**src/rtl/fix2flt_pkg.sv**
```systemverilog
// Shared types and constants for the 16-bit fixed to half-precision converter.
package fix2flt_pkg;

  localparam int EXP_BIAS = 15;
  localparam int FIX_W    = 16;
  localparam int MANT_W   = 10;
  localparam int EXP_W    = 5;

  // Exponent of an input whose leading one already sits in bit FIX_W-1.
  localparam logic [EXP_W-1:0] EXP_INIT = EXP_W'(EXP_BIAS + FIX_W - 1);

  typedef enum logic [3:0] {
    IDLE, RD_HI, RD_LO, ABS, NORM, ROUND, WR_HI, WR_LO, DONE
  } fix2flt_state_t;

  typedef struct packed {
    logic busy;
    logic done;
    logic rd_en;
    logic wr_en;
  } fix2flt_ctrl_t;

  function automatic fix2flt_ctrl_t ctrl_for(fix2flt_state_t s);
    fix2flt_ctrl_t c;
    c.busy  = (s != IDLE) && (s != DONE);
    c.done  = (s == DONE);
    c.rd_en = (s == RD_HI) || (s == RD_LO);
    c.wr_en = (s == WR_HI) || (s == WR_LO);
    return c;
  endfunction

endpackage

```
**src/rtl/fix2flt_round.sv**
```systemverilog
// Round-to-nearest-even of a normalised magnitude into a half-precision word,
// including the exponent bump when the mantissa carries out.
module fix2flt_round
  import fix2flt_pkg::*;
(
  input  logic             sign_i,
  input  logic [FIX_W-1:0] mag_i,
  input  logic [EXP_W-1:0] exp_i,
  output logic [FIX_W-1:0] result_o
);

  logic [MANT_W-1:0] mant;
  logic              guard;
  logic              sticky;
  logic              round_up;
  logic [MANT_W:0]   mant_sum;
  logic [EXP_W-1:0]  exp_out;
  logic              unused_lead_one;

  // Bit FIX_W-1 is the implicit leading one and is not stored.
  assign unused_lead_one = mag_i[FIX_W-1];
  assign mant     = mag_i[FIX_W-2 -: MANT_W];
  assign guard    = mag_i[FIX_W-2-MANT_W];
  assign sticky   = |mag_i[FIX_W-3-MANT_W:0];
  assign round_up = guard & (sticky | mant[0]);

  // A carry out leaves the mantissa field at zero, so only the exponent moves.
  assign mant_sum = {1'b0, mant} + {{MANT_W{1'b0}}, round_up};
  assign exp_out  = exp_i + {{(EXP_W-1){1'b0}}, mant_sum[MANT_W]};
  assign result_o = {sign_i, exp_out, mant_sum[MANT_W-1:0]};

endmodule

```
**src/rtl/fix2flt_engine.sv**
```systemverilog
// Memory-mapped 16-bit two's-complement to IEEE half (RNE) converter.
// Define FIX2FLT_FASTNORM_EN for a single-cycle leading-one normaliser.
module fix2flt_engine
  import fix2flt_pkg::*;
#(
  parameter int            AW       = 8,
  parameter logic [AW-1:0] SRC_ADDR = AW'(0),
  parameter logic [AW-1:0] DST_ADDR = AW'(2)
) (
  input  logic          clk,
  input  logic          reset_n,
  input  logic          start,
  output logic          busy,
  output logic          done,
  output logic [AW-1:0] mem_addr,
  output logic          mem_rd_en,
  output logic          mem_wr_en,
  output logic [7:0]    mem_wdata,
  input  logic [7:0]    mem_rdata
);

  fix2flt_state_t   state_q, state_d;
  fix2flt_ctrl_t    ctrl_q;
  logic [AW-1:0]    mem_addr_q, mem_addr_d;
  logic [7:0]       mem_wdata_q, mem_wdata_d;
  logic [FIX_W-1:0] val_q;
  logic [FIX_W-1:0] mag_q;
  logic [FIX_W-1:0] mag_abs;
  logic [EXP_W-1:0] exp_q;
  logic             sign_q;
  logic [FIX_W-1:0] result_q, result_d;
  logic [FIX_W-1:0] round_res;

  // Unsigned negate keeps 0x8000 as 0x8000, which is exactly its magnitude.
  assign mag_abs = val_q[FIX_W-1] ? (~val_q + 16'd1) : val_q;

  fix2flt_round u_round (
    .sign_i   (sign_q),
    .mag_i    (mag_q),
    .exp_i    (exp_q),
    .result_o (round_res)
  );

`ifdef FIX2FLT_FASTNORM_EN
  logic [3:0] lz;
  always_comb begin
    lz = 4'd0;
    for (int i = 0; i < FIX_W; i++) begin
      if (mag_q[i]) lz = 4'(FIX_W - 1 - i);
    end
  end
`endif

  always_comb begin
    state_d = state_q;
    case (state_q)
      IDLE, DONE: if (start) state_d = RD_HI;
      RD_HI:      state_d = RD_LO;
      RD_LO:      state_d = ABS;
`ifdef FIX2FLT_FASTNORM_EN
      ABS:        state_d = (mag_abs == '0) ? WR_HI : NORM;
      NORM:       state_d = ROUND;
`else
      ABS: begin
        if (mag_abs == '0)        state_d = WR_HI;
        else if (mag_abs[FIX_W-1]) state_d = ROUND;
        else                      state_d = NORM;
      end
      // Leave once the shift being applied this cycle brings the leading one up.
      NORM:       if (mag_q[FIX_W-2]) state_d = ROUND;
`endif
      ROUND:      state_d = WR_HI;
      WR_HI:      state_d = WR_LO;
      WR_LO:      state_d = DONE;
      default:    state_d = IDLE;
    endcase
  end

  always_comb begin
    case (state_q)
      ABS:     result_d = '0;
      ROUND:   result_d = round_res;
      default: result_d = result_q;
    endcase
    mem_addr_d  = '0;
    mem_wdata_d = '0;
    case (state_d)
      RD_HI: mem_addr_d = SRC_ADDR;
      RD_LO: mem_addr_d = SRC_ADDR + AW'(1);
      WR_HI: begin
        mem_addr_d  = DST_ADDR;
        mem_wdata_d = result_d[15:8];
      end
      WR_LO: begin
        mem_addr_d  = DST_ADDR + AW'(1);
        mem_wdata_d = result_q[7:0];
      end
      default: ;
    endcase
  end

  always_ff @(posedge clk or negedge reset_n) begin
    if (!reset_n) begin
      state_q     <= IDLE;
      ctrl_q      <= '0;
      mem_addr_q  <= '0;
      mem_wdata_q <= '0;
      val_q       <= '0;
      mag_q       <= '0;
      exp_q       <= '0;
      sign_q      <= 1'b0;
      result_q    <= '0;
    end else begin
      state_q     <= state_d;
      ctrl_q      <= ctrl_for(state_d);
      mem_addr_q  <= mem_addr_d;
      mem_wdata_q <= mem_wdata_d;
      result_q    <= result_d;
      case (state_q)
        RD_HI: val_q[15:8] <= mem_rdata;
        RD_LO: val_q[7:0]  <= mem_rdata;
        ABS: begin
          sign_q <= val_q[FIX_W-1];
          mag_q  <= mag_abs;
          exp_q  <= EXP_INIT;
        end
`ifdef FIX2FLT_FASTNORM_EN
        NORM: begin
          mag_q <= mag_q << lz;
          exp_q <= EXP_INIT - {1'b0, lz};
        end
`else
        NORM: begin
          mag_q <= mag_q << 1;
          exp_q <= exp_q - 5'd1;
        end
`endif
        default: ;
      endcase
    end
  end

  assign busy      = ctrl_q.busy;
  assign done      = ctrl_q.done;
  assign mem_rd_en = ctrl_q.rd_en;
  assign mem_wr_en = ctrl_q.wr_en;
  assign mem_addr  = mem_addr_q;
  assign mem_wdata = mem_wdata_q;

endmodule

```
**config.mk**
```make
export PLATFORM = sky130hd
export DESIGN_NAME = fix2flt_engine
export DESIGN_NICKNAME = d
export VERILOG_FILES = /design/src/rtl/fix2flt_pkg.sv /design/src/rtl/fix2flt_round.sv /design/src/rtl/fix2flt_engine.sv
export SDC_FILE = /design/constraint.sdc
export NUM_CORES = 1
export LEC_CHECK = 0
export CAP_MARGIN = 5
export CORE_ASPECT_RATIO = 2
export CORE_MARGIN = 5
export CORE_UTILIZATION = 51
export CTS_CLUSTER_SIZE = 12
export DETAILED_ROUTE_END_ITERATION = 16
export PLACE_DENSITY = 0.75
export SLEW_MARGIN = 15
export SYNTH_ARGS = -nofsm -noshare
export SYNTH_HDL_FRONTEND = slang
export SYNTH_HIERARCHICAL = 1
export SYNTH_SLANG_ARGS = --single-unit
```
**constraint.sdc**
```tcl
create_clock -name clk -period 2 [get_ports clk]
set_input_delay 0.5 -clock clk [delete_from_list [all_inputs] [get_ports clk]]
set_output_delay 0.5 -clock clk [all_outputs]
set_load 0.005 [all_outputs]
```
; Yosys cells after proc, flatten, opt, wreduce, memory -nomap -nowiden
; Cells that the tools add are included.
[word_totals]
out_inout_bits = 20
word_cells = 56
reg_bits = 77
input_bits = 11
[classes]
bitwise_logic = 3
mux = 11
reduce_logical = 10
n_addsub = 4
n_eq_ne = 14
[ops]
columns = op, n
row1 = 16-bit case mux with 2 select lines, 1
row2 = 4-bit case mux with 8 select lines, 1
row3 = 15-bit case mux with 2 select lines, 1
row4 = 4-bit by 3-bit == test with 1-bit output (second input constant), 6
row5 = 16-bit by 1-bit adder with 16-bit output (second input constant), 1
row6 = 16-bit logical NOT, 1
row7 = 16-bit two-way mux, 1
row8 = 16-bit NOT, 1
row9 = 8-bit case mux with 2 select lines, 1
row10 = 4-bit by 2-bit == test with 1-bit output (second input constant), 3
row11 = 10-bit by 1-bit adder with 11-bit output, 1
row12 = 5-bit case mux with 2 select lines, 1
row13 = 4-bit by 1-bit == test with 1-bit output (second input constant), 2
row14 = 4-bit == test (second input constant), 2
row15 = 4-bit two-way mux, 2
row16 = 2-bit case mux with 3 select lines, 1
row17 = 5-bit by 1-bit adder with 5-bit output, 1
row18 = 5-bit by 1-bit subtractor with 5-bit output (second input constant), 1
row19 = 4-bit logical NOT, 1
row20 = 4-bit inequality test (second input constant), 1
row21 = 2-bit nonzero test, 2
row22 = 4-bit nonzero test, 1
row23 = 4-bit OR reduction, 1
row24 = 1-bit logical OR, 2
row25 = 6 further kinds, 6

; Depth between registers and ports, before layout
[depth]
ltp_word = 8
depth_mapped = 9
depth_no_buf = 9

; Hierarchy
; Netlist, hierarchy kept.
[modules_own_cells]
columns = module, seq_area_each_um2, n_inst, area_per_inst_um2, cells_each
row1 = fix2flt_engine, 1601.5, 1, 3065.4, 280
row2 = fix2flt_round, 0.0, 1, 281.5, 37

; Least setup slack after synthesis
; Ideal clock, no wire load.
[synth_timing]
kind = register to register
start = reg val_q[2]
end = reg mem_addr_q[1] (netlist: mem_addr[1])
path_buffers = 0
required_time_ps = 1935
path_stages_with_launch = 7
setup_time_ps = 65
t_arrival_ps = 1923
synth_period_minus_slack_ps = 1987
path_slack_ps = 13
path_cell_list = dfrtp_1 -> or4_4 -> o31ai_4 -> xor2_1 -> o211ai_1 -> nor4b_2 -> o21a_1
[synth_between]
elab_chain_len = 8
elab_cells_between_ends = 11
classes_between = add/sub: 1 / eq/ne: 3 / mux: 5 / bitwise: 1 / reduce/logical: 1
[synth_rtl]
columns = item, line
row1 = start: declaration, fix2flt_engine.sv:26  ; logic [FIX_W-1:0] val_q;
row2 = start signal: assignment, fix2flt_engine.sv:121  ; RD_LO: val_q[7:0] <= mem_rdata;
row3 = 16-bit NOT, fix2flt_engine.sv:35  ; assign mag_abs = val_q[FIX_W-1] ? (~val_q + 16'd1) : val_q;
row4 = 16-bit by 1-bit adder with 16-bit output, fix2flt_engine.sv:35
row5 = 16-bit two-way mux *, fix2flt_engine.sv:35
row6 = 16-bit logical NOT or 1-bit two-way mux (tied branches), "fix2flt_engine.sv:65, fix2flt_engine.sv:66"
row7 = 2-bit two-way mux *, fix2flt_engine.sv:65  ; if (mag_abs == '0) state_d = WR_HI;
row8 = 4-bit case mux with 8 select lines *, fix2flt_engine.sv:56  ; case (state_q)
row9 = 4-bit by 3-bit == test with 1-bit output or 4-bit by 2-bit == test with 1-bit output (tied branches), fix2flt_engine.sv:87  ; case (state_d)
row10 = 2-bit case mux with 3 select lines *, fix2flt_engine.sv:87
row11 = net mem_addr_d[1], fix2flt_engine.sv:24  ; logic [AW-1:0] mem_addr_q, mem_addr_d;
row12 = end signal: assignment, fix2flt_engine.sv:116  ; mem_addr_q <= mem_addr_d;
row13 = end: declaration, fix2flt_engine.sv:24
; Mark *: on every way through the listed nets, which the timed path passes. The rest lies on a longest branch.
; A chain may end at the register's enable or synchronous reset.

; Worst setup path in the final report
[layout_timing]
start = reg val_q[2]
end = reg ctrl_q (netlist bit mem_wr_en)
[layout_between]
elab_chain_len = 8
elab_cells_between_ends = 10
classes_between = add/sub: 1 / eq/ne: 2 / mux: 4 / bitwise: 1 / reduce/logical: 2
[layout_rtl]
columns = item, line
row1 = 16-bit NOT, fix2flt_engine.sv:35
row2 = 16-bit by 1-bit adder with 16-bit output, fix2flt_engine.sv:35
row3 = 16-bit two-way mux *, fix2flt_engine.sv:35
row4 = 16-bit logical NOT or 1-bit two-way mux (tied branches), "fix2flt_engine.sv:65, fix2flt_engine.sv:66"
row5 = 2-bit two-way mux *, fix2flt_engine.sv:65
row6 = 4-bit case mux with 8 select lines *, fix2flt_engine.sv:56
row7 = 4-bit by 3-bit == test with 1-bit output, fix2flt_pkg.sv:28  ; c.wr_en = (s == WR_HI) || (s == WR_LO);
row8 = 1-bit logical OR *, fix2flt_pkg.sv:28
row9 = end signal: assignment, fix2flt_engine.sv:115  ; ctrl_q <= ctrl_for(state_d);
row10 = end: declaration, fix2flt_engine.sv:23  ; fix2flt_ctrl_t ctrl_q;
; Mark *: on every way between the ends. The rest lies on a longest branch, timed or not.

==> metrics.md <==
| Metric | Value |
|---|---|
| Run status | complete, but fails checks |
| Violated checks | setup timing |
| Sequential fraction of design power | 31.7% |
| Final-layout setup total negative slack | -722 ps |
| Total count of max-transition violations in the final report | 0 |
| Required time worst endpoint | 2270 ps |
| Launching element type of the critical path | flop |
| Remaining design rule violation count | 0 |
| Endpoint class of the critical path | flop |
| Number of buffers added by the clock tree synthesis step | 9 |
| Critical path's top delay family | simple AND/OR/NAND/NOR gates |
| Post-Route Skew | between 6 and 7 ps |
| Number of fill cells | between 400 and 500 |
| Overall Power | 7.15 mW |
| Setup slack after placement | -135 ps |
| DR vias | between 2000 and 3000 |
| Beginning of the worst register-to-register path | val_q[2]$_DFFE_PN0P_ |
| Transition at the pin with the smallest max-transition slack | 641 ps |
| Placed wire-length estimate after detailed placement | between 6000 and 7000 um |
| Final core utilization | 68.5% |
| Avg Inst Size Synth | 10.5 sq um |
| Diodes inserted | 0 |
| Synthesis Warnings | 6 |
| Die span in x | between 60 and 70 um |
| Remaining max-slew budget at the tightest pin | a little under three fifths |
| Number of setup violations in the final report | 3 |
| Post-DRT Antenna Nets | 0 |
| Achievable clock frequency | ~0.45 GHz |
| RSZ-0062 raised after global routing | true |
| Leakage | 1.88 nW |
| FF+latch area | 1580 sq um |
| # rows | 41 |
| Floorplan die area | 8310 sq um |
| Cell chosen for the clock root | sky130_fd_sc_hd__clkbuf_16 |
| Drt total wl | 8300 um |
| Drt pass-1 iters | 5 |
| Count of boundary I/O pins | 31 |
| Share of total power in combinational logic | between 40% and 50% |
| Reg2Reg Depth | 7 |
| Cells after synthesis | roughly 320 |
| Cells along the critical path | or4_4 -> o31ai_4 -> xor2_1 -> o211ai_1 -> nor4b_2 -> buf_4 -> o21a_1 |
| Vias in the first global route | 2772 |
| Number of max-cap violations | 0 |
| Critical path type | reg -> reg |
| Count of final hold-check violations | 0 |
| Area overhead of the layout relative to synthesis | 30.3% |
| Clock network fraction of design power | about a fifth |
| Switching pwr | roughly 2.7 mW |
| Worst min-delay path category | in -> async |
| Internal Pwr Total | between 4 and 5 mW |
| Sw frac | 38.2% |
| Core area | ~6300 sq um |
| Slowest cell on the critical path | sky130_fd_sc_hd__or4_4 |
| Initial antenna violation count | 0 |
| Post-synthesis instance area | between 3000 and 4000 sq um |
| Clock latency reported for the late side of the worst-skew pair | 330 ps |
| Number of port buffers | 24 |
| Highest net fanout along the worst path | 3 |
| Initial standard-cell utilization of the core | a little over half |
| TritonCTS clock tree | done |
| Iter 0 DRT Violations | between 100 and 150 |
| Wire length of the first global-routing pass | 13300 um |
| Die Y | around 120 um |
| Clock buffer depth | 2 |
| Slowest Stage Delay on Critical Path | around 600 ps |
| Arrival time reported for the critical path endpoint | 2510 ps |
| Tmin final | about 2200 ps |
| Maximum number of pins on one net before global-route repair | 23 |
| Max rail drop VDD | 1060 uV |
| Area of the multi-input gates | between 1500 and 2000 sq um |
| Share of the clock period used by the worst path after layout | 112% |
| Pwr Density | between 1500 and 2000 nW/um^2 |
| Buffers & Inverters on Critical Path | 1 |
| Global-route total usage across every layer | between 20% and 30% |
| Total congestion overflow after global routing | 0 |
| H-tree levels | 3 |
| PnR worst setup slack | -246 ps |
| Setup slack on the worst flop-to-flop path | -250 ps |
| CTS clk-pin slew, worst paths | ~50 ps |
| Capture instance of the worst register-to-register path | mem_wr_en$_DFF_PN0_ |
| Worst-case hold slack | 133 ps |
| Ratio of routed vias to standard cells | 5.78 |
| NumNets Final | between 400 and 500 |
| Routed length per instance | 17.3 um |
| Fraction of layout instances using a drive strength above 1 | a little over a quarter |
| Post-CTS Hold Fix Bufs | 0 |
| Placer congestion estimate | around 0.96 |
| Num Clock Sinks | between 60 and 70 |
-- power groups by stage --
stage / registers, mW / logic [mW] / clock network, mW
2_1_floorplan: 2.20 / 2.02 / 0
3_3_place_gp: 2.20 / 3.21 / 0
3_5_place_dp: 2.23 / 3.30 / 0
4_1_cts: 2.22 / 3.36 / 1.44
5_1_grt: 2.32 / 3.79 / 1.50
6_report: 2.26 / 3.47 / 1.41
-- layout by cell type (no fill, tap or decap), types with 3 or more instances in the layout --
master / n
sky130_fd_sc_hd__clkbuf_16: 9
sky130_fd_sc_hd__buf_4: 56
sky130_fd_sc_hd__a31oi_1: 4
sky130_fd_sc_hd__xnor2_1: 14
sky130_fd_sc_hd__a221o_1: 3
sky130_fd_sc_hd__nor2_1: 14
sky130_fd_sc_hd__o21a_1: 3
sky130_fd_sc_hd__nor4_1: 3
sky130_fd_sc_hd__inv_1: 10
sky130_fd_sc_hd__nor3_1: 12
sky130_fd_sc_hd__conb_1: 6
sky130_fd_sc_hd__o21ai_0: 23
sky130_fd_sc_hd__nand3_1: 9
sky130_fd_sc_hd__dfrtp_1: 61
sky130_fd_sc_hd__and3_1: 3
sky130_fd_sc_hd__clkbuf_1: 5
sky130_fd_sc_hd__nand4_1: 3
sky130_fd_sc_hd__nand2_1: 15
sky130_fd_sc_hd__or3_1: 3
sky130_fd_sc_hd__a21oi_1: 9
sky130_fd_sc_hd__a22oi_1: 13
sky130_fd_sc_hd__a22o_1: 17
sky130_fd_sc_hd__mux2_2: 13
sky130_fd_sc_hd__clkdlybuf4s50_1: 23
sky130_fd_sc_hd__xor2_1: 11
sky130_fd_sc_hd__nor3_2: 5
-- cell type report --
| type | count | area share, % |
|---|---|---|
| inverter | 10 | 0.869 |
| tap | 86 | 2.49 |
| clock buffer | 16 | 6.29 |
| timing repair buffer | 82 | 16.1 |
| sequential | 63 | 36.6 |
| multi-input combinational | 222 | 37.7 |
-- layer usage --
metal	routed length, um	part of all wire (%)	vias up	global-route usage (%)
met5	0	0	-	0
met3	370	4.5	33	4.96
met1	2620	32	1348	19.9
met4	404	4.9	0	15.1
met2	4900	59	98	41.3
li1	-	-	1289	-
-- worst max-delay path by stage --
stage	startpoint	to	slack, ps	depth (start not counted)
after floorplan	val_q[2]$_DFFE_PN0P_	mem_addr[1]$_DFF_PN0_	10	6
after global placement	val_q[2]$_DFFE_PN0P_	mem_addr[1]$_DFF_PN0_	-90	7
after detailed placement	val_q[2]$_DFFE_PN0P_	state_q[1]$_DFF_PN0_	-130	7
after CTS	val_q[2]$_DFFE_PN0P_	mem_wr_en$_DFF_PN0_	-150	8
after global routing	val_q[2]$_DFFE_PN0P_	mem_wr_en$_DFF_PN0_	-340	7
final	val_q[2]$_DFFE_PN0P_	mem_wr_en$_DFF_PN0_	-250	7
-- stage by stage --
step	instance area, sq um	instances
6_report	4320	479
5_1_grt	4320	479
4_1_cts	4240	475
3_5_place_dp	3950	459
3_3_place_gp	3950	459
2_1_floorplan	3330	320
-- flip-flops by register name, indices dropped and copies added (netlist names) --
register and count:
busy 1, done 1, exp_q 5, mag_q 15, mem_addr 2, mem_rd_en 1, mem_wdata 8, mem_wr_en 1
result_q 8, sign_q 1, state_q 4, val_q 16
-- what timing repair did --
| item | in CTS | in global routing |
|---|---|---|
| endpoints found under the setup margin | 5 | 23 |
| setup buffers | 1 | 4 |
| resized for setup | 3 | 11 |
| gates cloned | 0 | 0 |
| pin swaps | 2 | 5 |
No activity file was read; power rests on OpenSTA's default activity.
